File: src/rtl/ex_stage_if.sv
// ex_stage_if: decode-to-execute and execute-to-memory signal bundle.
//   slave  : the execute stage view (consumes stall/id_to_ex_bus, drives the rest)
//   master : the surrounding pipeline view
// Signals:
//   stall[5:0]            pipeline stall vector (bits 2 and 3 matter to execute)
//   id_to_ex_bus[158:0]   decode-to-execute bus
//   ex_to_mem_bus[141:0]  execute-to-memory bus
//   ex_to_id[37:0]        register-file forwarding {rf_we, rf_waddr, ex_result}
//   hilo_ex_to_id[65:0]   HI/LO forwarding {hi_we, lo_we, hi, lo}
//   ex_is_load            current instruction is a load
//   data_sram_*           data SRAM request
//   stallreq_for_ex       divider busy
interface ex_stage_if;
  logic [5:0]   stall;
  logic [158:0] id_to_ex_bus;
  logic [141:0] ex_to_mem_bus;
  logic [37:0]  ex_to_id;
  logic [65:0]  hilo_ex_to_id;
  logic         ex_is_load;
  logic         data_sram_en;
  logic [3:0]   data_sram_wen;
  logic [31:0]  data_sram_addr;
  logic [31:0]  data_sram_wdata;
  logic         stallreq_for_ex;

  modport slave (
    input  stall, id_to_ex_bus,
    output ex_to_mem_bus, ex_to_id, hilo_ex_to_id, ex_is_load,
           data_sram_en, data_sram_wen, data_sram_addr, data_sram_wdata,
           stallreq_for_ex
  );

  modport master (
    output stall, id_to_ex_bus,
    input  ex_to_mem_bus, ex_to_id, hilo_ex_to_id, ex_is_load,
           data_sram_en, data_sram_wen, data_sram_addr, data_sram_wdata,
           stallreq_for_ex
  );
endinterface

File: src/rtl/ex_stage.sv
// ex_stage: execute stage of the five-stage MIPS pipeline.
//   Latches the decode-to-execute bus (ID/EX register), computes the ALU
//   result, drives the data SRAM request and forwards results to decode.
//   With EX_DIV_EN defined, an iterative 32-cycle restoring divider handles
//   DIV/DIVU and holds the pipeline through stallreq_for_ex; without it,
//   divides execute as NOPs.
// Ports:
//   clk  - clock
//   rst  - synchronous active-high reset
//   bus  - ex_stage_if.slave (stall, id_to_ex_bus in; all stage outputs out)
module ex_stage (
  input  logic      clk,
  input  logic      rst,
  ex_stage_if.slave bus
);

  // ID/EX pipeline register
  logic [158:0] id_ex_q, id_ex_d;

  always_comb begin
    id_ex_d = id_ex_q;
    if (bus.stall[2] && !bus.stall[3]) begin
      id_ex_d = '0;                  // decode stopped, execute moves on: bubble
    end else if (!bus.stall[2]) begin
      id_ex_d = bus.id_to_ex_bus;
    end
  end

  always_ff @(posedge clk) begin
    if (rst) id_ex_q <= '0;
    else     id_ex_q <= id_ex_d;
  end

  logic [31:0] pc, inst, rdata1, rdata2;
  logic [11:0] alu_op;
  logic [2:0]  sel_src1;
  logic [3:0]  sel_src2;
  logic        data_ram_en, rf_we, sel_rf_res;
  logic [3:0]  data_ram_wen;
  logic [4:0]  rf_waddr;

  assign {pc, inst, alu_op, sel_src1, sel_src2, data_ram_en, data_ram_wen,
          rf_we, rf_waddr, sel_rf_res, rdata1, rdata2} = id_ex_q;

  logic unused_bits;
  assign unused_bits = ^{bus.stall[5:4], bus.stall[1:0], inst[25:16]};

  // Operand selection: one-hot selects, all-zero select gives 0
  logic [31:0] src1, src2;
  assign src1 = ({32{sel_src1[0]}} & rdata1)
              | ({32{sel_src1[1]}} & pc)
              | ({32{sel_src1[2]}} & {27'd0, inst[10:6]});
  assign src2 = ({32{sel_src2[0]}} & rdata2)
              | ({32{sel_src2[1]}} & {{16{inst[15]}}, inst[15:0]})
              | ({32{sel_src2[2]}} & 32'd8)
              | ({32{sel_src2[3]}} & {16'd0, inst[15:0]});

  // ALU: one-hot op, MSB..LSB = add sub slt sltu and nor or xor sll srl sra lui
  logic [31:0] slt_res, sltu_res, sra_res, alu_res;
  assign slt_res  = {31'd0, $signed(src1) < $signed(src2)};
  assign sltu_res = {31'd0, src1 < src2};
  assign sra_res  = $signed(src2) >>> src1[4:0];
  assign alu_res  = ({32{alu_op[11]}} & (src1 + src2))
                  | ({32{alu_op[10]}} & (src1 - src2))
                  | ({32{alu_op[9]}}  & slt_res)
                  | ({32{alu_op[8]}}  & sltu_res)
                  | ({32{alu_op[7]}}  & (src1 & src2))
                  | ({32{alu_op[6]}}  & ~(src1 | src2))
                  | ({32{alu_op[5]}}  & (src1 | src2))
                  | ({32{alu_op[4]}}  & (src1 ^ src2))
                  | ({32{alu_op[3]}}  & (src2 << src1[4:0]))
                  | ({32{alu_op[2]}}  & (src2 >> src1[4:0]))
                  | ({32{alu_op[1]}}  & sra_res)
                  | ({32{alu_op[0]}}  & {src2[15:0], 16'd0});

  logic is_div;
  assign is_div = (inst[31:26] == 6'd0) &&
                  ((inst[5:0] == 6'h1A) || (inst[5:0] == 6'h1B));

  logic [31:0] ex_result, hi, lo;
  logic        hilo_we, stallreq;
  assign ex_result = is_div ? '0 : alu_res;

`ifdef EX_DIV_EN
  typedef enum logic [1:0] {DIV_IDLE, DIV_BUSY, DIV_ZERO, DIV_DONE} div_state_e;

  div_state_e  state_q, state_d;
  logic [31:0] quot_q, quot_d, rem_q, rem_d, dvs_q, dvs_d;
  logic [4:0]  cnt_q, cnt_d;
  logic        qneg_q, qneg_d, rneg_q, rneg_d;
  logic        div_signed;
  logic [32:0] shifted, trial;

  assign div_signed = (inst[5:0] == 6'h1A);

  always_ff @(posedge clk) begin
    if (rst) begin
      state_q <= DIV_IDLE;
      quot_q  <= '0;
      rem_q   <= '0;
      dvs_q   <= '0;
      cnt_q   <= '0;
      qneg_q  <= 1'b0;
      rneg_q  <= 1'b0;
    end else begin
      state_q <= state_d;
      quot_q  <= quot_d;
      rem_q   <= rem_d;
      dvs_q   <= dvs_d;
      cnt_q   <= cnt_d;
      qneg_q  <= qneg_d;
      rneg_q  <= rneg_d;
    end
  end

  // quot_q doubles as the dividend shift register: its MSB feeds the
  // partial remainder while quotient bits enter at the LSB.
  always_comb begin
    state_d = state_q;
    quot_d  = quot_q;
    rem_d   = rem_q;
    dvs_d   = dvs_q;
    cnt_d   = cnt_q;
    qneg_d  = qneg_q;
    rneg_d  = rneg_q;
    shifted = {rem_q, quot_q[31]};
    trial   = shifted - {1'b0, dvs_q};
    case (state_q)
      DIV_IDLE: begin
        if (is_div) begin
          if (rdata2 == '0) begin
            // Result preloaded so DONE needs no special case
            state_d = DIV_ZERO;
            rem_d   = rdata1;
            quot_d  = '1;
            qneg_d  = 1'b0;
            rneg_d  = 1'b0;
          end else begin
            state_d = DIV_BUSY;
            quot_d  = (div_signed && rdata1[31]) ? -rdata1 : rdata1;
            dvs_d   = (div_signed && rdata2[31]) ? -rdata2 : rdata2;
            rem_d   = '0;
            cnt_d   = '0;
            qneg_d  = div_signed && (rdata1[31] ^ rdata2[31]);
            rneg_d  = div_signed && rdata1[31];
          end
        end
      end
      DIV_BUSY: begin
        if (!trial[32]) begin
          rem_d  = trial[31:0];
          quot_d = {quot_q[30:0], 1'b1};
        end else begin
          rem_d  = shifted[31:0];
          quot_d = {quot_q[30:0], 1'b0};
        end
        cnt_d = cnt_q + 5'd1;
        if (cnt_q == 5'd31) state_d = DIV_DONE;
      end
      DIV_ZERO: state_d = DIV_DONE;
      DIV_DONE: if (!bus.stall[3]) state_d = DIV_IDLE;
      default:  state_d = DIV_IDLE;
    endcase
  end

  assign hilo_we  = is_div && (state_q == DIV_DONE);
  assign stallreq = is_div && (state_q != DIV_DONE);
  assign hi = hilo_we ? (rneg_q ? -rem_q  : rem_q)  : '0;
  assign lo = hilo_we ? (qneg_q ? -quot_q : quot_q) : '0;
`else
  assign hilo_we  = 1'b0;
  assign stallreq = 1'b0;
  assign hi       = '0;
  assign lo       = '0;
`endif

  assign bus.ex_to_mem_bus   = {pc, data_ram_en, data_ram_wen, sel_rf_res, rf_we,
                                rf_waddr, ex_result, hilo_we, hilo_we, hi, lo};
  assign bus.ex_to_id        = {rf_we, rf_waddr, ex_result};
  assign bus.hilo_ex_to_id   = {hilo_we, hilo_we, hi, lo};
  assign bus.ex_is_load      = data_ram_en && (data_ram_wen == 4'd0);
  assign bus.data_sram_en    = data_ram_en;
  assign bus.data_sram_wen   = data_ram_wen;
  assign bus.data_sram_addr  = alu_res;
  assign bus.data_sram_wdata = rdata2;
  assign bus.stallreq_for_ex = stallreq;

endmodule

File: src/flat_wrapper.sv
// flat-port wrapper written by rule: the top's interface ports become plain ports
module ex_stage_flat 
  (clk, rst, bus_stall, bus_id_to_ex_bus, bus_ex_to_mem_bus, bus_ex_to_id, bus_hilo_ex_to_id, bus_ex_is_load, bus_data_sram_en, bus_data_sram_wen, bus_data_sram_addr, bus_data_sram_wdata, bus_stallreq_for_ex);
  ex_stage_if bus_i ();
  input  logic clk;
  input  logic rst;
  input wire logic [$bits(bus_i.stall)-1:0] bus_stall;
  input wire logic [$bits(bus_i.id_to_ex_bus)-1:0] bus_id_to_ex_bus;
  output wire logic [$bits(bus_i.ex_to_mem_bus)-1:0] bus_ex_to_mem_bus;
  output wire logic [$bits(bus_i.ex_to_id)-1:0] bus_ex_to_id;
  output wire logic [$bits(bus_i.hilo_ex_to_id)-1:0] bus_hilo_ex_to_id;
  output wire logic [$bits(bus_i.ex_is_load)-1:0] bus_ex_is_load;
  output wire logic [$bits(bus_i.data_sram_en)-1:0] bus_data_sram_en;
  output wire logic [$bits(bus_i.data_sram_wen)-1:0] bus_data_sram_wen;
  output wire logic [$bits(bus_i.data_sram_addr)-1:0] bus_data_sram_addr;
  output wire logic [$bits(bus_i.data_sram_wdata)-1:0] bus_data_sram_wdata;
  output wire logic [$bits(bus_i.stallreq_for_ex)-1:0] bus_stallreq_for_ex;
  assign bus_i.stall = bus_stall;
  assign bus_i.id_to_ex_bus = bus_id_to_ex_bus;
  assign bus_ex_to_mem_bus = bus_i.ex_to_mem_bus;
  assign bus_ex_to_id = bus_i.ex_to_id;
  assign bus_hilo_ex_to_id = bus_i.hilo_ex_to_id;
  assign bus_ex_is_load = bus_i.ex_is_load;
  assign bus_data_sram_en = bus_i.data_sram_en;
  assign bus_data_sram_wen = bus_i.data_sram_wen;
  assign bus_data_sram_addr = bus_i.data_sram_addr;
  assign bus_data_sram_wdata = bus_i.data_sram_wdata;
  assign bus_stallreq_for_ex = bus_i.stallreq_for_ex;
  ex_stage u_core (.clk(clk), .rst(rst), .bus(bus_i));
endmodule
File: config.mk
export PLATFORM = sky130hd
export DESIGN_NAME = ex_stage_flat
export DESIGN_NICKNAME = d
export VERILOG_FILES = /design/src/rtl/ex_stage_if.sv /design/src/rtl/ex_stage.sv /design/src/flat_wrapper.sv
export SDC_FILE = /design/constraint.sdc
export NUM_CORES = 1
export LEC_CHECK = 0
export CAP_MARGIN = 20
export CORE_MARGIN = 2
export CORE_UTILIZATION = 30
export CTS_BUF_LIST = sky130_fd_sc_hd__clkbuf_16
export CTS_CLUSTER_SIZE = 30
export DETAILED_ROUTE_END_ITERATION = 6
export DONT_BUFFER_PORTS = 1
export REMOVE_ABC_BUFFERS = 1
export SLEW_MARGIN = 20
export SYNTH_ARGS = -nofsm -noshare
export SYNTH_HDL_FRONTEND = slang
export SYNTH_SLANG_ARGS = --single-unit
File: constraint.sdc
create_clock -name clk -period 6.88 [get_ports clk]
set_input_delay 0.688 -clock clk [delete_from_list [all_inputs] [get_ports clk]]
set_output_delay 0.688 -clock clk [all_outputs]
set_load 0.02 [all_outputs]
Yosys cells after proc, flatten, opt, wreduce, memory -nomap -nowiden:

Cells that the tools add are included.
Widths: inputs -> output; s select.

* bits of input ports: 167
* memory bits (writable): 0
* bits in latches: 0
* memories kept: 0
* flip-flop bits (word level): 159
* bits in read-only memories: 0

* shift operators: 3
* reductions and logical operators: 8
* $mul: 0
* bitwise operators: 38
* $lt $le $gt $ge: 2
* equality and inequality tests: 2
* add/sub/neg operators: 2
* div/mod/pow operators: 0
* multiplexer cells: 1

Operators by type and width (count)
* $or 32x32->32: 16
* $and 32x32->32: 15
* $and 32x1->32: 2
* $lt 32x32->1: 2
* $add 32x32->32: 1
* $and 32x16->32: 1
* $and 32x5->32: 1
* $mux 32: 1
* $not 32->32: 1
* $or 32x4->32: 1
* $shl 32x5->32: 1
* $shr 32x5->32: 1
* $sshr 32x5->32: 1
* $sub 32x32->32: 1
* $xor 32x32->32: 1
* $eq 6x5->1 const B: 2
* $logic_not 6->1: 1
* $logic_not 4->1: 1
* $logic_and 1x1->1: 3
* $reduce_or 2->1: 1
* $logic_not 1->1: 1
* $logic_or 1x1->1: 1

Depth between registers and ports, before layout:

* word-level depth: 18
* depth in mapped cells: 19
* mapped depth without buffers: 13

Worst setup path after synthesis:

OpenSTA, ideal clock, no wires.

* kind: register -> output
* start point: register u_core.id_ex_q[81]
* end point: output port bus_ex_to_mem_bus[96]
* setup slack: 1.152 ns
* cell stages (with the launch flop): 20
* arrival time: 5.040 ns
* cell sequence: dfxtp_1 > clkbuf_1 > a22oi_1 > nand2_1 > inv_1 > buf_2 > buf_2 > buf_2 > clkbuf_1 > clkbuf_1 > fa_1 > o21bai_1 > a2111oi_0 > a211o_1 > o2bb2ai_1 > nor3b_1 > a2111oi_0 > mux2_2 > a21oi_1 > buf_4

* word-level cells in the longest chain between the ends: 17
* elaborated cells on any way between the ends: 33
* classes of those cells: 2 x add/sub; 3 x shift; 1 x mux; 27 x bitwise

RTL lines
* from (decl): line ex_stage.sv:18 `logic [158:0] id_ex_q, id_ex_d;`
* from (signal assigned): line ex_stage.sv:31 `else id_ex_q <= id_ex_d;`
* $and 32x32->32 *: line ex_stage.sv:51 `| ({32{sel_src1[1]}} & pc)`
* $or 32x32->32 *: line ex_stage.sv:51
* $or 32x32->32 *: line ex_stage.sv:52 `| ({32{sel_src1[2]}} & {27'd0, inst[10:6]});`
* $add 32x32->32 or $sub 32x32->32 (tied branches): line ex_stage.sv:63, ex_stage.sv:64
* $and 32x32->32, on equally long branches: line ex_stage.sv:63, ex_stage.sv:64
* $or 32x32->32: line ex_stage.sv:64 `| ({32{alu_op[10]}} & (src1 - src2))`
* $or 32x32->32: line ex_stage.sv:65 `| ({32{alu_op[9]}} & slt_res)`
* $or 32x32->32: line ex_stage.sv:66 `| ({32{alu_op[8]}} & sltu_res)`
* $or 32x32->32: line ex_stage.sv:67 `| ({32{alu_op[7]}} & (src1 & src2))`
* $or 32x32->32: line ex_stage.sv:68 `| ({32{alu_op[6]}} & ~(src1 | src2))`
* $or 32x32->32: line ex_stage.sv:69 `| ({32{alu_op[5]}} & (src1 | src2))`
* $or 32x32->32: line ex_stage.sv:70 `| ({32{alu_op[4]}} & (src1 ^ src2))`
* $or 32x32->32: line ex_stage.sv:71 `| ({32{alu_op[3]}} & (src2 << src1[4:0]))`
* $or 32x32->32: line ex_stage.sv:72 `| ({32{alu_op[2]}} & (src2 >> src1[4:0]))`
* $or 32x32->32 *: line ex_stage.sv:73 `| ({32{alu_op[1]}} & sra_res)`
* $or 32x32->32 *: line ex_stage.sv:74 `| ({32{alu_op[0]}} & {src2[15:0], 16'd0});`
* $mux 32 *: line ex_stage.sv:82 `assign ex_result = is_div ? '0 : alu_res;`
* to (decl): line flat_wrapper.sv:9 `output wire logic [$bits(bus_i.ex_to_mem_bus)-1:0] bus_ex_to_mem_bus;`

Mark *: on every way between the ends. The rest lies on a longest branch, timed or not.

Worst setup path after layout:

* start point: register u_core.id_ex_q[77]
* end point: output port bus_ex_to_id[30]

* word-level cells in the longest chain between the ends: 18
* elaborated cells on any way between the ends: 35
* classes of those cells: 2 x add/sub; 3 x shift; 1 x mux; 29 x bitwise

RTL lines
* $and 32x32->32 *: line ex_stage.sv:54 `| ({32{sel_src2[1]}} & {{16{inst[15]}}, inst[15:0]})`
* $or 32x32->32 *: line ex_stage.sv:54
* $or 32x4->32 *: line ex_stage.sv:55 `| ({32{sel_src2[2]}} & 32'd8)`
* $or 32x32->32 *: line ex_stage.sv:56 `| ({32{sel_src2[3]}} & {16'd0, inst[15:0]});`
* $add 32x32->32 or $sub 32x32->32 (tied branches): line ex_stage.sv:63, ex_stage.sv:64
* $and 32x32->32, on equally long branches: line ex_stage.sv:63, ex_stage.sv:64
* $or 32x32->32: line ex_stage.sv:64
* $or 32x32->32: line ex_stage.sv:65
* [2 not listed]
* $or 32x32->32: line ex_stage.sv:68
* $or 32x32->32: line ex_stage.sv:69
* $or 32x32->32: line ex_stage.sv:70
* $or 32x32->32: line ex_stage.sv:71
* $or 32x32->32: line ex_stage.sv:72
* $or 32x32->32: line ex_stage.sv:73
* $or 32x32->32 *: line ex_stage.sv:74
* $mux 32 *: line ex_stage.sv:82
* to (decl): line flat_wrapper.sv:10 `output wire logic [$bits(bus_i.ex_to_id)-1:0] bus_ex_to_id;`

Marks and branches as above.

==> reports/summary.log <==
qor: clock_network.clk_path_buf_depth 2
qor: setup_path.timing.critical_path.to_type primary output
qor: clock_network.cts_hold_buf 0
qor: outcome.status finished clean
qor: placed_design.io_buffer_count 0
qor: global_route.globalRouteOverflowTotal 0
qor: setup_path.critPathRequiredTime 6.19 ns
qor: floorplanning.floorplan.die.height 249 µm
qor: sta.rsz0062_at_grt false
qor: global_route.first_global_vias 16.0k
qor: global_route.grt_pass1_wl 112 mm
qor: setup_path.crit_type flip-flop to primary output
qor: finish.top_register_by_number_of_flip_flops u_core.id_ex_q
qor: yosys.synth_fa_ha_area_frac 0.0685
qor: global_route.global_route.usage.met3 0.0528
qor: clock_network.clock_tree.root_cell clkbuf_16
qor: finish.design_area 18,100 µm²
qor: yosys.ys_seq_elements 149
qor: finish.layout.cells.non_filler 3,063
qor: yosys.asyncSetResetFlopFracSynth 0
qor: sta.worst_slack 0.840 ns
qor: clock_network.cts_tree done
qor: hold_path.timing.hold.worst.class primary input to flip-flop
qor: floorplanning.ioPinCount 484
qor: yosys.yosysUniqueCellTypes 83
qor: sta.max_freq 166 MHz
qor: sta.timing.final.hold_violations 0
qor: detailed_routing.route.antenna.remaining_nets 0
qor: sta.min_period 6.04 ns
qor: finish.final_nets 2,541
qor: floorplanning.initial_utilization 0.304
qor: setup_path.worst-endpoint-arrival 5.35 ns
qor: finish.proportion_of_layout_cells_with_a_drive_suffix_above_1 0.0760
qor: detailed_routing.drt_iter0_drc 2,399
qor: run.max-cap-violations 0
qor: yosys.yosys.area.top_type_share 0.166
qor: placed_design.finalWeightedCongestion 1.05
qor: global_route.top_usage_layer met2
qor: yosys.multiplexer_area_fraction_after_synthesis 0.152
qor: placed_design.preCtsSetupSlack 1.54 ns
qor: yosys.synth_sequential_area_ratio 0.166
qor: yosys.edff_count_synth 0
qor: yosys.synth-compound-area-share 0.254
qor: placed_design.post-place-cells 3,031
qor: placed_design.dpl_cell_area 17,500 µm²
qor: yosys.synth.most_common_cell nor2_1
qor: yosys.synth-warning-count 0
qor: finish.area_growth 1.09%
qor: power_and_ir_drop.cellLeakagePower 7.80 nW
qor: detailed_routing.wl_per_cell 25.5 µm
qor: setup_path.worstSetupStartpointType flip-flop
qor: sta.final_max_slew_viol_count 0
qor: sta.finalSetupViolCount 0
qor: floorplanning.floorplan.rows 89
qor: global_route.grt_use_met1 0.320
qor: sta.worst_pin_slew 1.21 ns
qor: yosys.ys_top_cells_by_area dfxtp_1, mux2i_1, buf_4, ha_1, nor2_1
qor: placed_design.place_hpwl 60.6 mm
qor: yosys.mappedNetlistArea 17,900 µm²
qor: detailed_routing.dr.pass1.iters 6
qor: detailed_routing.drcViolationCount 0
qor: detailed_routing.route.detailed.vias_per_inst 5.81
qor: clock_network.count_of_instances_resized_after_the_clock_tree_is_built 0
qor: clock_network.clkLatencyLatePin 0.48 ns
qor: yosys.synth_area_per_cell 7.28 µm²
qor: global_route.maximum_number_of_pins_on_one_net_before_global_route_repair 151
qor: global_route.groute.layer.met2.usage 0.377
qor: finish.largest_register_ff_count 149
qor: global_route.global_route.usage.total 0.241
qor: yosys.most_frequent_cells_after_synthesis nor2_1, buf_4, mux2i_1
qor: floorplanning.core_area 59,000 µm²
qor: yosys.synthSimpleGateAreaFrac 0.179
qor: clock_network.numCtsBuffers 17
qor: yosys.combinational_family_with_the_most_area_after_synthesis compound AO/OA/AOI/OAI gates
qor: finish.antenna_cells_inserted 0
qor: yosys.synth_top_flop_cell dfxtp_1
qor: clock_network.clk_pin_slew_worst_paths 0.07 ns
qor: finish.top_regs u_core.id_ex_q (149)
qor: yosys.synth_largest_area_cell dfxtp_1
qor: power_and_ir_drop.vdd.ir_drop.worst 0.203 mV
qor: yosys.post_synth_inst_count 2,463
qor: floorplanning.die_outline_area 61,800 µm²
qor: global_route.antenna_found_initial 2
qor: power_and_ir_drop.power.density_cell_area 169 nW/µm²
qor: clock_network.numClockSinks 149
qor: sta.fin_worst_skew 0 ns
qor: clock_network.postCtsSetupRepairBufs 0
qor: detailed_routing.vias 17.8k
qor: clock_network.h_tree_lvls 4
qor: yosys.xor_and_xnor_fraction_of_the_mapped_netlist_area 0.0156
qor: setup_path.path_max_fanout 24
qor: sta.max-slew-margin-rel 0.188
qor: floorplanning.die_span_x 249 µm
qor: sta.fin_crit_sh 0.878
qor: detailed_routing.wl 78.2 mm
worst max-delay path, cell delays in order (launching register included):
cell and delay, ns:
dfxtp_1 0.42, buf_4 0.31, o21ai_0 0.20, nand2_1 0.29, inv_1 0.11, ha_1 0.47
nor2_1 0.14, a2111oi_0 0.56, a211o_1 0.28, o2bb2ai_1 0.31, nor3b_1 0.11, buf_4 0.18
a2111oi_0 0.68, mux2_2 0.42, a21oi_1 0.16, buf_4 0.20
kinds of logic (layout without fill, tap and decap cells):
logic type | after synthesis | after routing
AOI/OAI and AO/OA | 672 | 672
xor gates and xnor gates | 32 | 32
adders and majority gates | 97 | 97
buffers and inverters | 526 | 221
DFF | 149 | 149
muxes | 268 | 268
other | 1 | 133
and+or+nand+nor | 718 | 718
final timing paths:
kind	startpoint	to	slack, ns	depth (start not counted)
setup reg to reg	u_core.id_ex_q[80]$_SDFFE_PP0N_	u_core.id_ex_q[80]$_SDFFE_PP0N_	5.46	3
hold / removal	bus_id_to_ex_bus[3]	u_core.id_ex_q[3]$_SDFFE_PP0N_	0.34	2
hold reg to reg	u_core.id_ex_q[54]$_SDFFE_PP0N_	u_core.id_ex_q[54]$_SDFFE_PP0N_	0.50	2
setup / recovery	u_core.id_ex_q[77]$_SDFFE_PP0N_	bus_ex_to_id[30]	0.84	15
routing by layer:
layer  routed length, µm  part of all wire
met4                3120             0.040
met5                   5          0.000064
met2               35000              0.45
met1               33300              0.43
met3                6750             0.086
per-stage QoR:
stage	hold WS (ns)	utilization	power [W]	TNS, ns
after floorplan	0.457	-	0.00173	-371.57
after global placement	0.475	0.297	0.00209	0
after detailed placement	0.484	0.297	0.00209	0
after CTS	0.292	0.307	0.00309	0
after global routing	0.308	0.307	0.00321	0
final	0.341	0.307	0.00306	0
placed cells by master (no fill, tap or decap), types with 8 or more instances in the layout:
cell and n:
nor2_1 289, mux2i_1 242, nand2_1 172, a21oi_1 160, dfxtp_1 145, conb_1 133
o21ai_0 112, inv_1 99, ha_1 95, buf_4 83, nand3_1 68, nor3_1 59
a211oi_1 42, a22oi_1 38, a22o_1 38, a31oi_1 35, a221oi_1 28, o211ai_1 28
xnor2_1 26, mux2_2 24, nand4_1 20, a21o_1 17, clkbuf_16 17, and2_1 16
nor2b_1 16, o31ai_1 16, o221ai_1 16, a211o_1 15, or3_1 14, nor4_1 13
o21a_1 12, o22ai_1 12, or2_2 11, o21bai_1 11, nand2b_1 11, a2111oi_0 9
o2111ai_1 8
final cells by class:
cell class | count | area (µm²)
multi-input cells | 1920 | 12500
repair buffers | 86 | 683
well taps | 773 | 967
fillers | 6495 | 40900
clock inverters | 15 | 166
inverters | 103 | 387
clock buffers | 17 | 425
flip-flops and latches | 149 | 2990
power breakdown:
part	switching [W]	total (W)	internal, W	leakage [nW]
Combinational	0.000767	0.00111	0.000340	6.28
Clock	0.000452	0.000965	0.000513	0.290
Sequential	0.0000831	0.000990	0.000907	1.22
Total	0.00130	0.00306	0.00176	7.80
Power figures use the tool's default switching activity.
